`src/rtl/mask_gather_if.sv`:
```
// Bundle of the mask_gather row-input, packed-output and handshake signals.
// slave is the gather block itself; master is the producer/consumer side.
interface mask_gather_if #(
  parameter int unsigned IL     = 4,
  parameter int unsigned FL     = 16,
  parameter int unsigned length = 32
);
  localparam int unsigned W = IL + FL;

  logic [length-1:0]   i_mask;
  logic                mask_valid;
  logic signed [W-1:0] i_data;
  logic                i_valid;
  logic                i_ready;
  logic signed [W-1:0] out [16];
  logic [length-1:0]   o_mask;
  logic [4:0]          count;
  logic                overflow;
  logic                o_valid;
  logic                output_taken;
  logic [1:0]          state;

  modport master (
    output i_mask, mask_valid, i_data, i_valid, output_taken,
    input  i_ready, out, o_mask, count, overflow, o_valid, state
  );

  modport slave (
    input  i_mask, mask_valid, i_data, i_valid, output_taken,
    output i_ready, out, o_mask, count, overflow, o_valid, state
  );
endinterface

```
`src/rtl/mask_gather.sv`:
```
// Gathers the mask-selected elements of a dense row into a 16-entry packed buffer.
// Optional GATHER_ZERO_SKIP_EN: selected zero elements are not packed.
module mask_gather #(
  parameter int unsigned IL     = 4,
  parameter int unsigned FL     = 16,
  parameter int unsigned length = 32
) (
  input logic           clk,
  input logic           reset,
  mask_gather_if.slave  bus
);
  localparam int unsigned W        = IL + FL;
  localparam int unsigned p_length = $clog2(length);
  localparam logic [p_length-1:0] LastIdx = p_length'(length - 1);

  typedef enum logic [1:0] {
    StIdle   = 2'b00,
    StGather = 2'b01,
    StHold   = 2'b10
  } state_e;

  state_e              state_q, state_d;
  logic [length-1:0]   mask_q, mask_d;
  logic [p_length-1:0] e_ptr_q, e_ptr_d;
  logic signed [W-1:0] out_q [16];
  logic signed [W-1:0] out_d [16];
  logic [length-1:0]   o_mask_q, o_mask_d;
  logic [4:0]          count_q, count_d;
  logic                overflow_q, overflow_d;

  logic is_zero;
  logic sel;
  logic full;

`ifdef GATHER_ZERO_SKIP_EN
  assign is_zero = (bus.i_data == '0);
`else
  assign is_zero = 1'b0;
`endif

  // Zeros are excluded before the capacity test, so they can never raise overflow.
  assign sel  = mask_q[e_ptr_q] & ~is_zero;
  assign full = count_q[4];

  always_comb begin
    state_d    = state_q;
    mask_d     = mask_q;
    e_ptr_d    = e_ptr_q;
    out_d      = out_q;
    o_mask_d   = o_mask_q;
    count_d    = count_q;
    overflow_d = overflow_q;

    unique case (state_q)
      StIdle: begin
        if (bus.mask_valid) begin
          mask_d     = bus.i_mask;
          e_ptr_d    = '0;
          o_mask_d   = '0;
          count_d    = '0;
          overflow_d = 1'b0;
          for (int k = 0; k < 16; k++) out_d[k] = '0;
          state_d    = StGather;
        end
      end
      StGather: begin
        if (bus.i_valid) begin
          if (sel && !full) begin
            out_d[count_q[3:0]] = bus.i_data;
            o_mask_d[e_ptr_q]   = 1'b1;
            count_d             = count_q + 5'd1;
          end else if (sel) begin
            overflow_d = 1'b1;
          end
          e_ptr_d = e_ptr_q + 1'b1;
          if (e_ptr_q == LastIdx) state_d = StHold;
        end
      end
      StHold: begin
        // A mask presented alongside output_taken is dropped on purpose.
        if (bus.output_taken) state_d = StIdle;
      end
      default: state_d = StIdle;
    endcase
  end

  always_ff @(posedge clk) begin
    if (reset) begin
      state_q    <= StIdle;
      mask_q     <= '0;
      e_ptr_q    <= '0;
      o_mask_q   <= '0;
      count_q    <= '0;
      overflow_q <= 1'b0;
      for (int k = 0; k < 16; k++) out_q[k] <= '0;
    end else begin
      state_q    <= state_d;
      mask_q     <= mask_d;
      e_ptr_q    <= e_ptr_d;
      o_mask_q   <= o_mask_d;
      count_q    <= count_d;
      overflow_q <= overflow_d;
      for (int k = 0; k < 16; k++) out_q[k] <= out_d[k];
    end
  end

  assign bus.i_ready  = (state_q == StGather);
  assign bus.o_valid  = (state_q == StHold);
  assign bus.state    = state_q;
  assign bus.o_mask   = o_mask_q;
  assign bus.count    = count_q;
  assign bus.overflow = overflow_q;
  assign bus.out      = out_q;

  // Packed bits must track the entry count and never leave the latched mask.
  always_ff @(posedge clk) begin
    if (!reset) begin
      assert ($countones(o_mask_q) == 32'(count_q));
      assert ((o_mask_q & ~mask_q) == '0);
    end
  end
endmodule

```
`src/flat_wrapper.sv`:
```
// flat-port wrapper written by rule: the top's interface ports become plain ports
module mask_gather_flat 
#(
  parameter int unsigned IL     = 4,
  parameter int unsigned FL     = 16,
  parameter int unsigned length = 32
)
  (clk, reset, bus_i_mask, bus_mask_valid, bus_i_data, bus_i_valid, bus_output_taken, bus_i_ready, bus_out, bus_o_mask, bus_count, bus_overflow, bus_o_valid, bus_state);
  mask_gather_if #(.IL(IL), .FL(FL), .length(length)) bus_i ();
  input logic clk;
  input logic reset;
  input wire logic [$bits(bus_i.i_mask)-1:0] bus_i_mask;
  input wire logic [$bits(bus_i.mask_valid)-1:0] bus_mask_valid;
  input wire logic [$bits(bus_i.i_data)-1:0] bus_i_data;
  input wire logic [$bits(bus_i.i_valid)-1:0] bus_i_valid;
  input wire logic [$bits(bus_i.output_taken)-1:0] bus_output_taken;
  output wire logic [$bits(bus_i.i_ready)-1:0] bus_i_ready;
  output wire logic [$bits(bus_i.out)-1:0] bus_out;
  output wire logic [$bits(bus_i.o_mask)-1:0] bus_o_mask;
  output wire logic [$bits(bus_i.count)-1:0] bus_count;
  output wire logic [$bits(bus_i.overflow)-1:0] bus_overflow;
  output wire logic [$bits(bus_i.o_valid)-1:0] bus_o_valid;
  output wire logic [$bits(bus_i.state)-1:0] bus_state;
  assign bus_i.i_mask = bus_i_mask;
  assign bus_i.mask_valid = bus_mask_valid;
  assign bus_i.i_data = bus_i_data;
  assign bus_i.i_valid = bus_i_valid;
  assign bus_i.output_taken = bus_output_taken;
  assign bus_i_ready = bus_i.i_ready;
  assign bus_out = {>>{bus_i.out}};
  assign bus_o_mask = bus_i.o_mask;
  assign bus_count = bus_i.count;
  assign bus_overflow = bus_i.overflow;
  assign bus_o_valid = bus_i.o_valid;
  assign bus_state = bus_i.state;
  mask_gather #(.IL(IL), .FL(FL), .length(length)) u_core (.clk(clk), .reset(reset), .bus(bus_i));
endmodule
```
`config.mk`:
```
export PLATFORM = sky130hd
export DESIGN_NAME = mask_gather_flat
export DESIGN_NICKNAME = d
export VERILOG_FILES = /design/src/rtl/mask_gather_if.sv /design/src/rtl/mask_gather.sv /design/src/flat_wrapper.sv
export SDC_FILE = /design/constraint.sdc
export NUM_CORES = 1
export LEC_CHECK = 0
export ABC_AREA = 1
export CAP_MARGIN = 15
export CORE_ASPECT_RATIO = 1.5
export CORE_UTILIZATION = 40
export CTS_CLUSTER_SIZE = 16
export DETAILED_ROUTE_END_ITERATION = 8
export PLACE_DENSITY = 0.65
export SLEW_MARGIN = 0
export SYNTH_ARGS = -nofsm -noshare
export SYNTH_HDL_FRONTEND = slang
export SYNTH_SLANG_ARGS = --single-unit
export TNS_END_PERCENT = 1
```
`constraint.sdc`:
```
create_clock -name clk -period 2.2 [get_ports clk]
set_input_delay 0.22 -clock clk [delete_from_list [all_inputs] [get_ports clk]]
set_output_delay 0.22 -clock clk [all_outputs]
set_load 0.1 [all_outputs]
```
# Yosys cells after proc, flatten, opt, wreduce, memory -nomap -nowiden
# Cells that the tools add are included.
totals:
  regBits: 397
  latchBits: 0
  ram_bits: 0
  mem_bits_ro: 0
  inputBits: 57
  out_inout_bits: 362
  word_cells: 82
  n_memories: 0
op_classes:
  n_addsub: 2
  n_mul: 0
  div: 0
  order_cmp: 4
  eq_ne: 10
  shifts: 0
  muxes: 31
  bitwise_logic: 2
  n_reduce_logical: 11
op_table:
  columns: ["cell", "n"]
  rows:
  - ["$mux W320", 3]
  - ["$pmux W320 S2", 1]
  - ["$bwmux W320", 1]
  - ["$mux W32", 3]
  - ["$demux W20 S4", 1]
  - ["$pmux W32 S2", 1]
  - ["$or A32 B32 Y32", 1]
  - ["$mux W20", 1]
  - ["$mux W5", 4]
  - ["$pmux W5 S2", 2]
  - ["$add A5 B1 Y5 const B", 2]
  - ["$mux W2", 4]
  - ["$ne A2 B2 Y1 const B", 4]
  - ["$reduce_and A4 Y1", 2]
  - ["$lt A5 B6 Y1 const B", 1]
  - ["$mux W1", 6]
  - ["$ne A2 B1 Y1 const B", 3]
  - ["$pmux W2 S3", 1]
  - ["$bmux W1 S5", 1]
  - ["$demux W1 S5", 1]
  - ["$eq A5 B5 Y1 const B", 1]
  - ["$ge A5 B1 Y1 const B", 1]
  - ["$ge A5 B5 Y1 const B", 1]
  - ["$lt A5 B1 Y1 const B", 1]
  - ["11 further kinds", 13]

# Logic depth before layout (Yosys ltp)
# Gate-level depths: netlist of run 1.
logic_depth:
  ltp_word: 9
  depth_mapped: 17
  ltp_nobuf: 13

# Worst setup path before layout of run 1
# Ideal clock, no wire load.
synth_timing:
  path_kind: "register to register"
  from: "register u_core.state_q[0] (netlist: u_core.bus.state[0])"
  to: "register u_core.out_q, in the netlist u_core.bus.out[197]"
  setup_ns: 0.070
  arrival_ns: 3.067
  t_required_ns: 2.130
  path_slack_ns: -0.938
  stages_incl_launch_ff: 9
  path_buffers: 2
  period_less_slack_ns: 3.138
  cell_sequence: "dfxtp_1 inv_1 nor2_4 clkbuf_1 o21ai_0 nand3_1 buf_2 nand2_1 a21oi_1"
synth_via:
  elab_chain_cells: 3
  elab_cells_between_ends: 8
  cone_classes: "eq/ne: 4; mux: 1; reduce/logical: 3"
synth_lines:
  columns: ["element", "line_no", "rtl"]
  rows:
  - ["start, declared", "mask_gather.sv:22", "state_e state_q, state_d;"]
  - ["start signal, assigned", "mask_gather.sv:89", "state_q <= StIdle;"]
  - ["start signal, assigned", "mask_gather.sv:97", "state_q <= state_d;"]
  - ["$eq A2 B1 Y1 *", null, null]
  - ["net bus_i_ready", "flat_wrapper.sv:17", "output wire logic [$bits(bus_i.i_ready)-1:0] bus_i_ready;"]
  - ["$ne A2 B1 Y1 (no source line), or another cell as far along", null, null]
  - ["$reduce_and A4 Y1 (no source line)", null, null]
  - ["end, declared", "mask_gather.sv:25", "logic signed [W-1:0] out_q [16];"]
# The timed path passes the listed nets; every way through them passes the cells marked *.
# A chain may end at the register's enable or synchronous reset.

# Worst setup path after layout of run 1
layout_timing:
  from: "register u_core.e_ptr_q[4]"
  to: "register u_core.out_q, in the netlist u_core.bus.out[62]"
layout_via:
  elab_chain_cells: 5
layout_lines:
  columns: ["element", "line_no", "rtl"]
  rows:
  - ["start, declared", "mask_gather.sv:24", "logic [p_length-1:0] e_ptr_q, e_ptr_d;"]
  - ["start signal, assigned", "mask_gather.sv:99", "e_ptr_q <= e_ptr_d;"]
  - ["$bmux W1 S5", "mask_gather.sv:42", "assign sel = mask_q[e_ptr_q] & ~is_zero;"]
  - ["$mux W1 (not written as such)", "mask_gather.sv:42", null]
  - ["$logic_and A1 B1 Y1", "mask_gather.sv:68", "if (sel && !full) begin"]
  - ["$ne A2 B1 Y1 (no source line)", null, null]
  - ["$reduce_and A4 Y1 (no source line)", null, null]
# Every way passes these cells. The select of a mux whose other input is x is not followed.

==> reports/results.tsv, run 1 <==
metric	value	unit
gp_congestion	0.905	
port_buffers	418	
cts_root_buf	clkbuf_16	
die_h	246	um
drt_iter0_drc	1615	
cts_hold_buf	0	
finalCritPeriodShare	95.1	%
clockBufferDepth	3	
avgRoutedWirePerCell	20.8	um
rsz0062_at_grt	yes	
power	15800	uW
critPathCaptureType	flip-flop	
wl	60700	um
drc	0	
holdWs	0.0636	ns
maxCapViolCount	0	
grt_max_degree	114	
insertion_delay	0.54	ns
final_max_slew_viol_count	0	
multi_input_area	6610	um2
ys_ff_latch	397	
ant_nets	0	
ys.flop_type	dfxtp_1	
hp-start	reset	
grt_pass1_vias	14500	
track_usage	28.5	%
drive_above_1_share	26.7	%
start_util	40.9	%
grt-ovfl-total	0	
hold_viol	0	
p_comb_share	11.4	%
first_pass_iters	6	
relSlewSlack	58.0	%
cp-start-kind	flip-flop	
setup_viol	0	
rrSetupSlack	0.11	ns
ys_seq_area_share	50.2	%
min-delay-path-class	in2reg	
arrival	2.49	ns
core.rowCount	88	
layout.nets	2461	
internal_power	11700	uW
syn-num-nets	2074	
dpl.hpwl	40700	um
timing.final.crit_period	2.09	ns
tns	0	ns
timing.fmax	478	MHz
seqCellArea	7950	um2
syn-instance-count	2008	
area_delta_synth_final	37.2	%
cts_buffers	39	
antenna_found_initial	1	
dp_cells	2844	
cts_tree	built	
fp.coreArea	38800	um2
grt_pass1_wl	87600	um
fin_cells	2917	
switching_share	25.8	%
die_x	164	um
p_clk_share	42.5	%
postSynthAreaPerCell	7.89	um2
vias	15800	
yosys_warnings	0	
num-fill-cells	3592	
p_sw	4080	uW
dieArea	40400	um2
fin_util	56.1	%
skew	0.0107	ns
worstSetupPathType	reg2reg	
cp-startpoint	u_core.e_ptr_q[4]	
tightest_slew	0.629	ns
io_pins	419	
cp_max_fo	20	
via_per_inst	5.42	
power_frac_seq	46.1	%
r2r-start	u_core.e_ptr_q[4]	
critPathRequiredTime	2.60	ns
htreeDepth	2	
clkTransAtPathRegs	0.06	ns
synth_cell_type_count	27	
powerDensity	727	nW/um2
clock_sinks	397	
ir_worst_vdd	0.587	mV
synth_area	15800	um2
async_reset_ff_share	0	%
p_leak	0.00835	uW
synth_edf_count	0	
status	completed	
-- critical path, cell delays in order (launching register included) --
cell and delay (ns):
dfxtp_1 0.44, inv_2 0.10, nor3_2 0.23, nand2_1 0.07
nand2_1 0.07, nor2_1 0.04, nand2_2 0.09, nand2_4 0.13
nand2_4 0.24, nand3_1 0.16, buf_12 0.22, nand2_1 0.07
a21oi_1 0.06
-- cell type report --
cell class / count / share of cell area [%]
diodes: 1 / 0.0115
multi-input cells: 1308 / 30.4
clock buffers: 57 / 5.50
inverters: 113 / 1.96
repair buffers: 536 / 22.3
well taps: 495 / 2.85
clock inverters: 10 / 0.368
flip-flops and latches: 397 / 36.6
-- cell usage in the layout, fill, tap and decap left out, types with 43 or more instances in the layout --
master / n
nand4_1: 47
nand3_2: 51
clkbuf_16: 43
nand3_1: 285
buf_4: 425
clkdlybuf4s50_1: 55
o21ai_0: 49
buf_12: 48
nand2_1: 397
inv_1: 107
dfxtp_1: 392
a21oi_1: 396
-- metrics by stage --
stage / worst slack, ns / instance area, um2
after floorplan: -0.145 / 15800
after global placement: -0.0427 / 20300
after detailed placement: -0.162 / 20300
after CTS: -0.0572 / 21500
after global routing: -0.0291 / 21700
final: 0.107 / 21700
-- Yosys cell counts, types with 4 or more instances --
cell      count  area share (%)
a21oi_1     396              13
ha_1          9            0.71
inv_1       109             2.6
nand3_1     287             9.1
o21ai_0      49             1.5
nand2_1     397             9.4
nand4_1      47             1.9
inv_2         4           0.095
clkbuf_1     72             1.7
nand3_2      49             3.1
nor3_1       11            0.35
buf_6        31             2.2
buf_1        22            0.52
nor2_1       49             1.2
buf_2        63             2.0
dfxtp_1     397              50
-- state kept, by name, indices dropped and copies added, names as in the netlist --
signal / cells
u_core.bus.count: 5
u_core.bus.o_mask: 32
u_core.bus.out: 320
u_core.bus.overflow: 1
u_core.bus.state: 2
u_core.e_ptr_q: 5
u_core.mask_q: 32
-- power groups by stage --
stage	clock (uW)	combinational, uW	sequential, uW
2_1_floorplan	0	945	7560
3_3_place_gp	0	1720	7450
3_5_place_dp	0	1730	7450
4_1_cts	6810	1740	7280
5_1_grt	7100	1900	7290
6_report	6710	1800	7290
-- cells by family after synthesis --
kind of cell	synth area share, %
DFF	50.2
AOI/OAI and AO/OA	14.2
adders and majority gates	0.711
xor gates and xnor gates	0.111
buffers and inverters	9.50
and+or+nand+nor	25.3
-- path summary, 6_finish.rpt --
| check | to | cells past startpoint |
|---|---|---|
| worst min register to register | u_core.bus.overflow | 2 |
| worst max-delay path | u_core.bus.out[62] | 12 |
| worst max register to register | u_core.bus.out[62] | 12 |
| worst min-delay path | u_core.bus.out[9] | 2 |
-- layer usage --
layer	part of all wire [%]	GRT usage, %
met5	0	0
met4	5.2	14.9
met3	7.2	4.87
met2	50	48.5
met1	38	34.1
-- what timing repair did --
item / 4_1_cts / 5_1_grt
pin swaps: 0 / 2
gates resized for setup: 2 / 23
setup endpoints to repair: 93 / 352
buffers inserted: 0 / 1
cloned: 0 / 4
Note: power is estimated with default switching activity, not from simulation.
==> run 2, diff against run 1 <==
- clock period: 2.2 -> 2.63 ns (I/O delays scaled with it)
==> run 2 against run 1 <==
  * Sequential cell count unchanged
  * Sequential power down 16%
  * Final area down 3.5%
  * Largest power group unchanged
  * Highest routed layer unchanged
==> reports/results.tsv, run 2 (synthesis results as in run 1) <==
metric	value	unit	change
skew	0.0170	ns	+0.00627 ns
insertion_delay	0.54	ns	about the same
switching_share	25.9	%	+0.064 points
cts_buffers	39		unchanged
largest_register_ffs	320		unchanged
finalCritPeriodShare	92.5	%	-2.6 points
clock_sinks	397		unchanged
p_comb_share	10.1	%	-1.3 points
routed.top_layer	met4		
die_x	164	um	unchanged
grt-ovfl-total	0		unchanged
fp.coreArea	38800	um2	unchanged
power_frac_seq	46.8	%	+0.7 points
layout.nets	2430		-1.3%
final_max_slew_viol_count	0		unchanged
avgRoutedWirePerCell	20.8	um	+0.16%
critPathCaptureType	flip-flop		
seqCellArea	7950	um2	about the same
cp_max_fo	30		+50%
multi_input_area	6540	um2	-1.1%
track_usage	28.5	%	about the same
hold_path_depth	5		+3
final_common_cell	buf_4		
cts_hold_buf	0		unchanged
clkTransAtPathRegs	0.07	ns	about the same
ir_worst_vdd	0.445	mV	-24%
antenna_found_initial	1		unchanged
dieArea	40400	um2	unchanged
grt_pass1_wl	87900	um	+0.42%
clockBufferDepth	3		unchanged
worstSetupPathType	reg2reg		
timing.final.crit_period	2.43	ns	+0.341 ns
cts_tree	built		
grt_pass1_vias	14600		+0.56%
met2_length	29800	um	-1.3%
cpPeakStageDelay	0.49	ns	+0.05 ns
relSlewSlack	31.8	%	-26 points
hp-start	reset		
powerDensity	620	nW/um2	-15%
drc	0		unchanged
layout_common_cells	buf_4, nand2_1, dfxtp_1, a21oi_1, nand3_1		
cp_slowest_cell	dfxtp_1		
arrival	2.88	ns	+0.39 ns
gp_congestion	0.881		-2.7%
status	completed		
cts_root_buf	clkbuf_16		
area_delta_synth_final	32.5	%	
io_pins	419		unchanged
dpl.hpwl	39400	um	-3.2%
final_area	21000	um2	-3.5%
grt_max_degree	189		+66%
dp_cells	2817		-0.95%
rr_endpoint	u_core.bus.out[103]		
setup_viol	0		unchanged
r2r-start	u_core.e_ptr_q[4]		
tightest_slew	1.02	ns	+0.393 ns
cp-start-kind	flip-flop		
htreeDepth	2		unchanged
fin_cells	2884		-1.1%
port_buffers	418		unchanged
num-fill-cells	3660		+1.9%
maxCapViolCount	0		unchanged
wl_met1	23400	um	+1.8%
core.rowCount	88		unchanged
p_sw	3370	uW	-17%
ant_nets	0		unchanged
timing.fmax	411	MHz	-14%
critPathRequiredTime	3.08	ns	+0.48 ns
rrSetupSlack	0.20	ns	+0.09 ns
via_per_inst	5.41		-0.15%
place_area	19700	um2	-2.8%
vias	15600		-1.3%
path_cells	inv_2, nor3_1, nand2_1, nand2_1, nor2_1, nand2_2, nand2_2, nand2_8, buf_4, nand3_1, a21oi_1		
die_h	246	um	unchanged
drt_iter0_drc	1333		-17%
fin_util	54.1	%	-1.9 points
internal_power	9640	uW	-18%
min-delay-path-class	in2reg		
drive_above_1_share	25.1	%	-1.6 points
hold_viol	0		unchanged
first_pass_iters	5		-1
wl	60100	um	-0.97%
wl_met3	4200	um	-3.5%
p_clk_share	43.1	%	+0.6 points
hold_end	u_core.bus.count[4]		
start_util	40.9	%	unchanged
rr_worst_depth	11		-1
p_leak	0.00801	uW	-4.1%
## run 2: cell count changes in the layout (fill, tap and decap cells not counted), sizes merged
cell	change
buf	-28
bufinv	+1
clkbuf	-3
clkinv	-2
clkinvlp	-2
inv	+2
nand2	-1
## run 2: cell type report
class | count | area share, %
Sequential cell | 397 | 37.9
Tap cell | 495 | 2.95
Multi-Input combinational cell | 1307 | 31.2
Inverter | 113 | 2.03
Antenna cell | 1 | 0.0119
Timing Repair Buffer | 506 | 20.0
Clock inverter | 9 | 0.525
Clock buffer | 56 | 5.48
## run 2: repair_timing
item,CTS,global route
buffers inserted,0,0
endpoints found under the setup margin,0,41
gates resized for setup,0,3
## run 2: power groups by stage
stage	clock network, uW	registers, uW	logic (uW)
2_1_floorplan	0	6330	790
3_3_place_gp	0	6230	1290
3_5_place_dp	0	6230	1300
4_1_cts	5680	6090	1300
5_1_grt	5930	6090	1400
6_report	5610	6090	1310
## run 2: worst max-delay path: cells and delay by family, from the launching register on
kind                   cells  cell delay [ns]
buffers and inverters      2             0.46
AND/OR/NAND/NOR            8             1.19
AO/OA/AOI/OAI              1             0.16
flip-flops                 1             0.49
## run 2: worst max path at each step
stage                             start                  end  slack [ns]
floorplan           u_core.bus.state[1]  u_core.bus.state[1]       -0.12
global placement      u_core.e_ptr_q[4]  u_core.bus.out[103]        0.26
detailed placement    u_core.e_ptr_q[4]  u_core.bus.out[192]        0.25
CTS                   u_core.e_ptr_q[4]  u_core.bus.out[192]        0.22
global route          u_core.e_ptr_q[0]  u_core.bus.out[200]      -0.008
finish                u_core.e_ptr_q[4]  u_core.bus.out[103]        0.20
## run 2: layer usage
layer | vias up | GRT usage, %
li1 | 7403 | -
met1 | 7398 | 34.8
met2 | 663 | 48.8
met3 | 136 | 4.47
met4 | 0 | 13.1
met5 | - | 0
## run 2: metrics by stage
step | total power (uW) | setup WS (ns) | hold WS, ns | setup TNS [ns]
floorplan | 7120 | -0.116 | 0.411 | -9.32
global placement | 7520 | 0.264 | 0.444 | 0
detailed placement | 7520 | 0.252 | 0.447 | 0
CTS | 13100 | 0.216 | 0.238 | 0
global route | 13400 | -0.00843 | 0.289 | -0.00940
finish | 13000 | 0.196 | 0.250 | 0
==> run 3, diff against run 2 <==
- CELL_PAD_IN_SITES_DETAIL_PLACEMENT: not set -> 1
- CELL_PAD_IN_SITES_GLOBAL_PLACEMENT: not set -> 2
- CORE_UTILIZATION: 40 -> 30
- CTS_BUF_LIST: not set -> sky130_fd_sc_hd__clkbuf_8
- PLACE_DENSITY: 0.65 -> 0.83
- SLEW_MARGIN: 0 -> 20
==> run 3 against run 2 <==
  * Register-to-register slack improved by 0.06 ns
  * Setup slack gained 0.062 ns
  * Sequential share of layout area down 0.62 points
  * Power fell by 0.36%
  * Cell count up 7.8%
  * Global-route usage fell by 3.1 points
  * Utilization is 13 points lower
  * Die area is 33% higher
  * Sequential power barely moved
==> reports/results.tsv, run 3 (synthesis results as in run 1) <==
metric	value	unit	change
layout_setup_ws	0.258	ns	+0.0616 ns
p_comb_share	10.6	%	+0.5 points
grt_pass1_vias	16400		+12%
timing.final.crit_period	2.37	ns	-0.0616 ns
holdWs	0.0424	ns	-0.207 ns
tightest_slew	1.06	ns	+0.0349 ns
status	completed		
p_sw	3700	uW	+9.7%
rsz0062_at_grt	no		
avgRoutedWirePerCell	22.6	um	+8.2%
dpl.hpwl	46800	um	+19%
relSlewSlack	29.5	%	-2.3 points
clock_sinks	397		unchanged
cts_root_buf	clkbuf_8		
clockBufferDepth	3		unchanged
timing.fmax	422	MHz	+2.6%
track_usage	25.4	%	-3.1 points
wl	70200	um	+17%
start_util	30.6	%	-10 points
vias	16000		+2.4%
cts_resized	0		unchanged
final_max_slew_viol_count	0		unchanged
num-fill-cells	6328		+73%
insertion_delay	0.64	ns	+0.10 ns
powerDensity	608	nW/um2	-2.0%
grt-ovfl-total	0		unchanged
htreeDepth	3		+1
p_leak	0.00813	uW	+1.6%
area_delta_synth_final	34.7	%	
die_h	283	um	+15%
setup_viol	0		unchanged
layout_common_cells	buf_4, nand2_1, dfxtp_1, a21oi_1, nand3_1		
die_x	190	um	+15%
final_common_cell	buf_4		
internal_power	9270	uW	-3.9%
ir_worst_vdd	0.340	mV	-24%
cts_buffers	68		+74%
cp-start-kind	flip-flop		
finalCritPeriodShare	90.2	%	-2.3 points
post-place-ws	0.216	ns	-0.0365 ns
switching_share	28.5	%	+2.6 points
layout.nets	2456		+1.1%
grt_max_degree	112		-41%
largest_register_ffs	320		unchanged
power_frac_seq	47.0	%	+0.2 points
skew	0.0266	ns	+0.00966 ns
cp_max_fo	33		+10%
min-delay-path-class	in2reg		
postCtsSetupBuffers	0		unchanged
port_buffers	418		unchanged
dieArea	53700	um2	+33%
worstSetupPathType	reg2reg		
critPathRequiredTime	3.17	ns	+0.09 ns
drive_above_1_share	26.0	%	+0.89 points
drt_iter0_drc	856		-36%
critPathCaptureType	flip-flop		
antenna_found_initial	1		unchanged
p_clk_share	42.4	%	-0.7 points
clkTransAtPathRegs	0.06	ns	about the same
grt_pass1_wl	104000	um	+18%
core.rowCount	102		+16%
first_pass_iters	5		unchanged
power	13000	uW	-0.36%
drc	0		unchanged
ant_nets	0		unchanged
cts_hold_buf	0		unchanged
hold_viol	0		unchanged
via_per_inst	5.14		-5.0%
gp_congestion	0.840		-4.6%
maxCapViolCount	0		unchanged
arrival	2.91	ns	+0.03 ns
fp.coreArea	51800	um2	+34%
cts_tree	built		
io_pins	419		unchanged
run 3: routing by layer:
metal	up-vias	global-route usage, %	routed length (um)
met5	-	0	0
met4	0	13.3	3510
met3	156	4.70	3400
met2	494	45.2	35900
met1	7874	28.4	27400
li1	7454	-	-
run 3: per-stage QoR:
stage / util (%) / TNS, ns / area [um2] / instances
2_1_floorplan: - / -9.32 / 15800 / 2008
3_3_place_gp: 38.6 / 0 / 20000 / 2996
3_5_place_dp: 38.6 / 0 / 20000 / 2996
4_1_cts: 41.1 / 0 / 21300 / 3109
5_1_grt: 41.2 / 0 / 21300 / 3110
6_report: 41.2 / 0 / 21300 / 3110
run 3: path summary, 6_finish.rpt:
path                    startpoint               endpoint  slack, ns  cells past startpoint
max reg2reg      u_core.e_ptr_q[0]    u_core.bus.out[308]       0.26                     14
min reg2reg  u_core.bus.o_mask[28]  u_core.bus.o_mask[28]       0.45                      2
min                          reset     u_core.bus.out[33]       0.04                      2
max              u_core.e_ptr_q[0]    u_core.bus.out[308]       0.26                     14
run 3: cell type report:
| class | count | area [um2] | share of cell area [%] |
|---|---|---|---|
| Sequential cell | 397 | 7950 | 37.3 |
| Multi-Input combinational cell | 1306 | 6560 | 30.8 |
| Timing Repair Buffer | 504 | 4250 | 19.9 |
| Clock buffer | 82 | 1130 | 5.29 |
| Tap cell | 676 | 846 | 3.97 |
| Inverter | 113 | 425 | 1.99 |
| Clock inverter | 31 | 171 | 0.804 |
| Antenna cell | 1 | 2.50 | 0.0117 |
run 3: power groups by stage:
stage | clock (uW) | combinational, uW | sequential, uW
2_1_floorplan | 0 | 790 | 6330
3_3_place_gp | 0 | 1370 | 6220
3_5_place_dp | 0 | 1380 | 6230
4_1_cts | 5650 | 1380 | 6090
5_1_grt | 5910 | 1470 | 6100
6_report | 5500 | 1370 | 6100
run 3: critical path, stage by stage (launching register included):
cell     delay (ns)
dfxtp_1        0.35
buf_4          0.26
nand2_1        0.08
nand3_1        0.09
nand2_1        0.09
nand2_1        0.07
nand2_1        0.05
nor2_1         0.16
nand2_2        0.10
nand2_2        0.13
nand2_8        0.22
nand3_1        0.14
buf_4          0.27
nand2_1        0.11
a21oi_1        0.15
